--- src/rtl/instr_encoder.sv ---
// rtl/instr_encoder.sv - RV64I(+Zba) instruction encoder with encode stage and output FIFO.
// Optional feature macro: ZBA_EN (R-class sh3add encoding).
module instr_encoder #(
    parameter logic [63:0] BASE_ADDR = 64'h0,
    parameter int unsigned DEPTH     = 2
) (
    input  logic        clk,
    input  logic        rst,
    input  logic        in_valid,
    output logic        in_ready,
    input  logic [3:0]  in_class,
    input  logic [4:0]  in_alu,
    input  logic [4:0]  in_rd,
    input  logic [4:0]  in_rs1,
    input  logic [4:0]  in_rs2,
    input  logic [31:0] in_imm,
    output logic        out_valid,
    input  logic        out_ready,
    output logic [31:0] out_instr,
    output logic [63:0] out_addr,
    output logic        err,
    output logic [15:0] err_count
);
    localparam int PW = $clog2(DEPTH);
    localparam int CW = PW + 1;
    localparam logic [CW-1:0] FULL = CW'(DEPTH);

    logic        ready_en_q, ready_en_d;
    logic        stage_valid_q, stage_valid_d;
    logic [31:0] stage_instr_q, stage_instr_d;
    logic [31:0] mem_q [DEPTH];
    logic [31:0] mem_d [DEPTH];
    logic [PW-1:0] wr_ptr_q, wr_ptr_d, rd_ptr_q, rd_ptr_d;
    logic [CW-1:0] count_q, count_d;
    logic [63:0] pc_q, pc_d;
    logic        err_q, err_d;
    logic [15:0] err_count_q, err_count_d;

    logic signed [31:0] simm;
    logic        imm12_ok, shamt6_ok, shamt5_ok;
    logic [2:0]  f3;
    logic        alt, sh, alu_r, alu_w, alu_zba, zba_bad;
    logic        legal;
    logic [31:0] enc;
    logic        fifo_full, pop, push, accept;

    assign simm      = $signed(in_imm);
    assign imm12_ok  = (simm >= -32'sd2048) && (simm <= 32'sd2047);
    assign shamt6_ok = (in_imm[31:6] == 26'd0);
    assign shamt5_ok = (in_imm[31:5] == 27'd0);

    // ALU code to funct3 / alternate-funct7 and the class families it belongs to
    always_comb begin
        f3      = 3'b000;
        alt     = 1'b0;
        sh      = 1'b0;
        alu_r   = 1'b0;
        alu_w   = 1'b0;
        alu_zba = 1'b0;
        case (in_alu)
            5'b00000: alu_r = 1'b1;
            5'b00001: begin alu_r = 1'b1; alt = 1'b1; end
            5'b00010: begin alu_r = 1'b1; f3 = 3'b111; end
            5'b00011: begin alu_r = 1'b1; f3 = 3'b110; end
            5'b00100: begin alu_r = 1'b1; f3 = 3'b100; end
            5'b00101: begin alu_r = 1'b1; f3 = 3'b001; sh = 1'b1; end
            5'b00110: begin alu_r = 1'b1; f3 = 3'b101; sh = 1'b1; end
            5'b00111: begin alu_r = 1'b1; f3 = 3'b101; sh = 1'b1; alt = 1'b1; end
            5'b01000: alu_w = 1'b1;
            5'b01001: begin alu_w = 1'b1; alt = 1'b1; end
            5'b01010: begin alu_w = 1'b1; f3 = 3'b001; sh = 1'b1; end
            5'b01011: begin alu_w = 1'b1; f3 = 3'b101; sh = 1'b1; end
            5'b01100: begin alu_w = 1'b1; f3 = 3'b101; sh = 1'b1; alt = 1'b1; end
`ifdef ZBA_EN
            5'b10010: begin alu_zba = 1'b1; f3 = 3'b110; end
`endif
            default: ;
        endcase
    end

`ifdef ZBA_EN
    assign zba_bad = 1'b0;
`else
    assign zba_bad = (in_alu == 5'b10010);
`endif

    always_comb begin
        legal = 1'b0;
        enc   = 32'h0;
        case (in_class)
            4'd0: begin
                legal = imm12_ok;
                enc   = {in_imm[11:0], in_rs1, 3'b011, in_rd, 7'b0000011};
            end
            4'd1: begin
                legal = imm12_ok;
                enc   = {in_imm[11:5], in_rs2, in_rs1, 3'b011, in_imm[4:0], 7'b0100011};
            end
            4'd2: begin
                legal = alu_r || alu_zba;
                enc   = {(alu_zba ? 7'b0010000 : {1'b0, alt, 5'b00000}), in_rs2, in_rs1, f3, in_rd, 7'b0110011};
            end
            4'd3: begin
                legal = alu_w;
                enc   = {1'b0, alt, 5'b00000, in_rs2, in_rs1, f3, in_rd, 7'b0111011};
            end
            4'd4: begin
                legal = alu_r && (in_alu != 5'b00001) && (sh ? shamt6_ok : imm12_ok);
                enc   = {(sh ? {1'b0, alt, 4'b0000, in_imm[5:0]} : in_imm[11:0]), in_rs1, f3, in_rd, 7'b0010011};
            end
            4'd5: begin
                legal = alu_w && (in_alu != 5'b01001) && (sh ? shamt5_ok : imm12_ok);
                enc   = {(sh ? {1'b0, alt, 5'b00000, in_imm[4:0]} : in_imm[11:0]), in_rs1, f3, in_rd, 7'b0011011};
            end
            4'd6: begin
                legal = !in_imm[0] && (simm >= -32'sd4096) && (simm <= 32'sd4094);
                enc   = {in_imm[12], in_imm[10:5], in_rs2, in_rs1, 3'b000, in_imm[4:1], in_imm[11], 7'b1100011};
            end
            4'd7: begin
                legal = (in_imm[11:0] == 12'h000);
                enc   = {in_imm[31:12], in_rd, 7'b0110111};
            end
            4'd8: begin
                legal = !in_imm[0] && (simm >= -32'sd1048576) && (simm <= 32'sd1048574);
                enc   = {in_imm[20], in_imm[10:1], in_imm[11], in_imm[19:12], in_rd, 7'b1101111};
            end
            default: ;
        endcase
        if (zba_bad) begin
            legal = 1'b0;
        end
    end

    // in_ready uses only registered occupancy so out_ready never reaches it combinationally
    assign fifo_full = (count_q == FULL);
    assign out_valid = (count_q != '0) && !rst;
    assign pop       = out_valid && out_ready;
    assign push      = stage_valid_q && (!fifo_full || pop);
    assign in_ready  = ready_en_q && !rst && !(stage_valid_q && fifo_full);
    assign accept    = in_valid && in_ready;

    assign out_instr = out_valid ? mem_q[rd_ptr_q] : 32'h0;
    assign out_addr  = pc_q;
    assign err       = err_q;
    assign err_count = err_count_q;

    always_comb begin
        ready_en_d    = 1'b1;
        stage_valid_d = stage_valid_q;
        stage_instr_d = stage_instr_q;
        mem_d         = mem_q;
        wr_ptr_d      = wr_ptr_q;
        rd_ptr_d      = rd_ptr_q;
        count_d       = count_q;
        pc_d          = pc_q;
        err_d         = accept && !legal;
        err_count_d   = err_count_q;

        if (push) begin
            stage_valid_d   = 1'b0;
            mem_d[wr_ptr_q] = stage_instr_q;
            wr_ptr_d        = wr_ptr_q + 1'b1;
        end
        if (accept && legal) begin
            stage_valid_d = 1'b1;
            stage_instr_d = enc;
        end
        if (pop) begin
            rd_ptr_d = rd_ptr_q + 1'b1;
            pc_d     = pc_q + 64'd4;
        end
        count_d = count_q + CW'(push) - CW'(pop);
        if (err_d && (err_count_q != 16'hFFFF)) begin
            err_count_d = err_count_q + 16'd1;
        end
    end

    always_ff @(posedge clk) begin
        if (rst) begin
            ready_en_q    <= 1'b0;
            stage_valid_q <= 1'b0;
            stage_instr_q <= 32'h0;
            for (int i = 0; i < int'(DEPTH); i++) begin
                mem_q[i] <= 32'h0;
            end
            wr_ptr_q      <= '0;
            rd_ptr_q      <= '0;
            count_q       <= '0;
            pc_q          <= BASE_ADDR;
            err_q         <= 1'b0;
            err_count_q   <= 16'h0;
        end else begin
            ready_en_q    <= ready_en_d;
            stage_valid_q <= stage_valid_d;
            stage_instr_q <= stage_instr_d;
            mem_q         <= mem_d;
            wr_ptr_q      <= wr_ptr_d;
            rd_ptr_q      <= rd_ptr_d;
            count_q       <= count_d;
            pc_q          <= pc_d;
            err_q         <= err_d;
            err_count_q   <= err_count_d;
        end
    end
endmodule

--- config.mk ---
export PLATFORM = sky130hd
export DESIGN_NAME = instr_encoder
export DESIGN_NICKNAME = d
export VERILOG_FILES = /design/src/rtl/instr_encoder.sv
export SDC_FILE = /design/constraint.sdc
export NUM_CORES = 1
export LEC_CHECK = 0
export CELL_PAD_IN_SITES_DETAIL_PLACEMENT = 2
export CELL_PAD_IN_SITES_GLOBAL_PLACEMENT = 2
export CORE_ASPECT_RATIO = 1.1
export CORE_UTILIZATION = 32
export DETAILED_ROUTE_END_ITERATION = 10
export PLACE_DENSITY = 0.86
export SYNTH_ARGS = -nofsm -noshare
export SYNTH_HDL_FRONTEND = slang
export SYNTH_SLANG_ARGS = --single-unit
--- constraint.sdc ---
create_clock -name clk -period 6.36 [get_ports clk]
set_clock_uncertainty 0.1 [all_clocks]
set_input_delay 1.272 -clock clk [delete_from_list [all_inputs] [get_ports clk]]
set_output_delay 1.272 -clock clk [all_outputs]
set_load 0.01 [all_outputs]
======== Yosys cells after proc, flatten, opt, wreduce, memory -nomap -nowiden ========
Index checks and enable logic that the tools add are counted.
word-level totals
  register bits after elaboration ......... 183
  bits of input ports ..................... 60
  output and inout bits ................... 115
  logic and storage cells ................. 115
cells by class
  add/sub/neg operators ................... 6
  $lt $le $gt $ge ......................... 9
  equal/unequal tests ..................... 25
  mux-type cells .......................... 22
  bitwise gates (word level) .............. 2
  reduce and logical (&&, ||, !) cells .... 40
operators by type and width
  operator                                                                            count
  32-bit case mux with 9 select lines                                                 1
  32-bit two-way mux                                                                  5
  64-bit by 3-bit adder with 64-bit output, second input constant                     1
  64-bit bitwise mux                                                                  1
  32-bit demux with 1-bit select                                                      1
  32-bit by 12-bit >= comparator with 1-bit output, second input constant             1
  32-bit by 13-bit >= comparator with 1-bit output, second input constant             1
  32-bit by 21-bit >= comparator with 1-bit output, second input constant             1
  32-bit by 12-bit less-or-equal comparator with 1-bit output, second input constant  1
  32-bit by 13-bit less-or-equal comparator with 1-bit output, second input constant  1
  32-bit by 21-bit less-or-equal comparator with 1-bit output, second input constant  1
  27-bit logical NOT                                                                  1
  26-bit logical NOT                                                                  1
  5-bit by 4-bit equality test with 1-bit output, second input constant               5
  12-bit two-way mux                                                                  2
  5-bit by 3-bit equality test with 1-bit output, second input constant               4
  1-bit logical AND                                                                   20
  16-bit by 1-bit adder with 16-bit output, second input constant                     1
  4-bit by 3-bit equality test with 1-bit output, second input constant               4
  16-bit != test, second input constant                                               1
  3-bit case mux with 5 select lines                                                  1
  12-bit logical NOT                                                                  1
  5-bit by 2-bit equality test with 1-bit output, second input constant               2
  1-bit two-way mux                                                                   10
  25 further kinds                                                                    36

======== Longest topological paths before layout ========
  depth in word-level cells ............... 10
  gate-level depth with buffers ........... 11

======== Worst setup path after synthesis ========
Ideal clock, no wire load.
  path kind ............................... input to output
  start ................................... in rst
  end ..................................... out out_instr[1]
  arrival ................................. 2093 ps
  required time ........................... 4988 ps
  setup slack ............................. 2895 ps
  stages on the path ...................... 4
  buffers on the path ..................... 2
  cells stage by stage .................... o21bai_2 > clkbuf_1 > nor2_1 > buf_4
on the way
  longest elaborated chain between the ends .. 3
RTL lines
  element             line  RTL
  start, declared     8     input logic rst,
  1-bit logical NOT   136   assign out_valid = (count_q != '0) && !rst;
  1-bit logical AND   136
  32-bit two-way mux  142   assign out_instr = out_valid ? mem_q[rd_ptr_q] : 32'h0;
  end, declared       19    output logic [31:0] out_instr,
No other way between the ends.

======== Worst setup path after layout ========
  start ................................... in rst
  end ..................................... out out_valid
on the way
  longest elaborated chain between the ends .. 2
RTL lines
  element            line  RTL
  1-bit logical NOT  136
  1-bit logical AND  136
  end, declared      17    output logic out_valid,
No other way between the ends.

==> reports/results.ini <==
[run_status]
run_status = finished clean

[floorplan]
dieArea_um2 = 28300
io_pins = 175
die_h_um = 176
initial_core_util_pct = 32.7
core_area_um2 = 27000
fp.dieW_um = 160
fp-row-count = 63

[synthesis]
synth_compound_area_share_pct = 17.9
yosys.area_share.simple_pct = 26.1
synth.ff_latch_count = 178
muxShareOfSynthArea_pct = 4.21
synth.cell_area_um2 = 8840
synth_edf_count = 0
synthArstFlopShare_pct = 0
ys.flop_type = dfxtp_1
synth_fa_ha_area_share_pct = 0.793
yosysSeqAreaShare_pct = 40.3
synthTopCellsByCount = dfxtp_1 (178), nand2_1 (174), nor2_1 (150)
synth_top_cell_by_area = dfxtp_1
synth_cell_type_count = 72
synth_area_leaders = dfxtp_1 (40%), nand2_1 (7.4%), nor2_1 (6.4%)
ys_warn_count = 0
synth_xor_area_share_pct = 5.85
yosysMostFrequentCell = dfxtp_1
avgSynthCellArea_um2 = 8.04
synth_top_family_by_area = simple AND/OR/NAND/NOR gates
syn_inst = 1099
synth_top_area_share_pct = 40.3

[routing]
antenna_left = 0
drt_iter0_drc = 420
via_per_inst = 5.34
first_pass_iters = 4
num_vias = 8498
drt_wl_total_um = 30900
drcViolationCount = 0
wl_per_cell_um = 19.4

[layout]
insertedDiodeCount = 0
final_cell_count_no_fill = 1592
fin_area_um2 = 11300
final_nets = 1286
post-route-util_pct = 41.8
area_growth_pct = 27.9
layout-drive-gt1-share_pct = 5.91

[clock_network]
cts_tree = done
path_clk_slew_ns = 0.07
postCtsSetupBuffers = 0
cts_made_buffers = 17
cts_resized = 0
cts_buffer_depth = 2
cts_root_buffer = clkbuf_16
cts_hold_buf = 0
clk_latency_ns = 0.45
cts_sinks = 178
cts_max_level = 4

[critical_path]
end_kind = output pin
critPathMostFrequentCell = buf_4
path_cells = buf_4, o21bai_2, buf_4, inv_1, clkdlybuf4s50_1
max_stage_delay_ns = 0.68
critPathSlowestCell = buf_4
arrival_ns = 3.51
critPathLaunchType = input port
required_ns = 4.99
path_max_fanout = 83
crit_type = input port to output pin

[pwr]
seq_power_share_pct = 47.8
combPwrFrac_pct = 7.0
p_per_area_nw_per_um2 = 207
power.leakage_uw = 0.00368
p_clk_share_pct = 45.3
p_int_uw = 1710
p_switching_uw = 624
ir_drop_mv = 0.185
p_sw_share_pct = 26.7

[timing]
final-max-slew-violation-count = 0
setup_tns_ns = 0
fin_crit_sh_pct = 76.8
setup-violations-final = 0
fmax_mhz = 205
report.final.hold_viol_count = 0
hold_ws_ns = 0.362
tightest_slew_ns = 1.16
timing.slew.headroom_pct = 22.9
fin_crit_ns = 4.88
rsz0062_at_grt = no

[global_route]
grt_start_max_net_pins = 84
grt_pass1_vias = 8987
antenna_found_initial = 0
grt_pass1_wl_um = 49500
grt_util_all_layers_pct = 22.0
grt-ovfl-total = 0

[place]
gp_congestion = 0.840
dp_cells = 1560
hpwlAfterDp_um = 21800
placed_area_um2 = 10700
placement.io_buffers = 172

[run]
drv_cap = 0

[min_path]
min_path_type = flip-flop to flip-flop

through the flow:
step                      setup WS (ns)  total power, uW
after floorplan                    2.89             1230
after global placement             1.50             1300
after detailed placement           1.43             1300
after CTS                          1.44             2360
after global routing               1.34             2420
final                              1.48             2340
final timing paths:
kind	start	depth (start not counted)	slack, ns	endpoint
worst max register to register	count_q[1]$_SDFF_PP0_	10	3.14	out_addr[58]$_SDFFE_PP0P_
worst min-delay path	mem_q[29]$_SDFFE_PP0P_	2	0.36	mem_q[29]$_SDFFE_PP0P_
worst min register to register	mem_q[29]$_SDFFE_PP0P_	2	0.36	mem_q[29]$_SDFFE_PP0P_
worst max-delay path	rst	5	1.48	out_valid
layer usage:
layer	wire [um]	GRT usage [%]	share of wire [%]	vias to the layer above
met5	0	0	0	-
met2	15700	39.1	51	179
met4	376	5.87	1.2	0
met1	14000	27.8	45	4201
met3	785	2.87	2.5	29
li1	-	-	-	4089
cell families after synthesis:
| kind of cell | Yosys count |
|---|---|
| compound gates | 236 |
| fa+ha+maj | 6 |
| buf+inv | 94 |
| flops | 178 |
| xor+xnor | 59 |
| simple gates | 488 |
| other cells | 1 |
| mux | 37 |
placed cells by master (no fill, tap or decap), drive strengths merged, types with 6 or more instances in the layout:
cell           Yosys  layout
o211a              9       9
o21ai             20      20
o31ai              9       9
clkbuf            50      18
a22oi             25      25
xnor2             20      20
a211oi            19      19
o221ai             7       7
buf               29      11
mux2i             36      36
or4               11      11
o22ai              6       6
xor2              39      39
nand2            174     174
nand4             20      20
inv               15      25
and2               7       7
nor4              13      13
clkdlybuf4s50      0     171
nand3             36      36
dfxtp            178     178
nor2b             12      12
nor3              15      15
and4              10      10
a21oi            111     111
nor2             152     152
or3               11      11
and3              16      16
sequential cells by signal, indices dropped and copies added, names as in the netlist:
register       flops
rd_ptr_q           1
ready_en_q         1
err                1
stage_instr_q     31
wr_ptr_q           1
err_count         16
mem_q             62
stage_valid_q      1
out_addr          62
count_q            2
cell type report:
class	count	area (um^2)
Clock inverter	14	139
Tap cell	357	447
Inverter	15	56.3
Clock buffer	18	439
Sequential cell	178	3560
Multi-Input combinational cell	828	4870
Timing Repair Buffer	182	1790
Fill cell	3041	15700
power by group through the flow:
stage,sequential [uW],clock [uW],combinational [uW]
2_1_floorplan,1140,0,85.6
3_3_place_gp,1140,0,160
3_5_place_dp,1140,0,162
4_1_cts,1120,1080,163
5_1_grt,1120,1130,177
6_report,1120,1060,163
worst max-delay path, delay by kind of cell:
kind            cells  cell delay [ns]
buf+inv             4             1.71
compound gates      1             0.48
(Power assumes the default switching activity.)
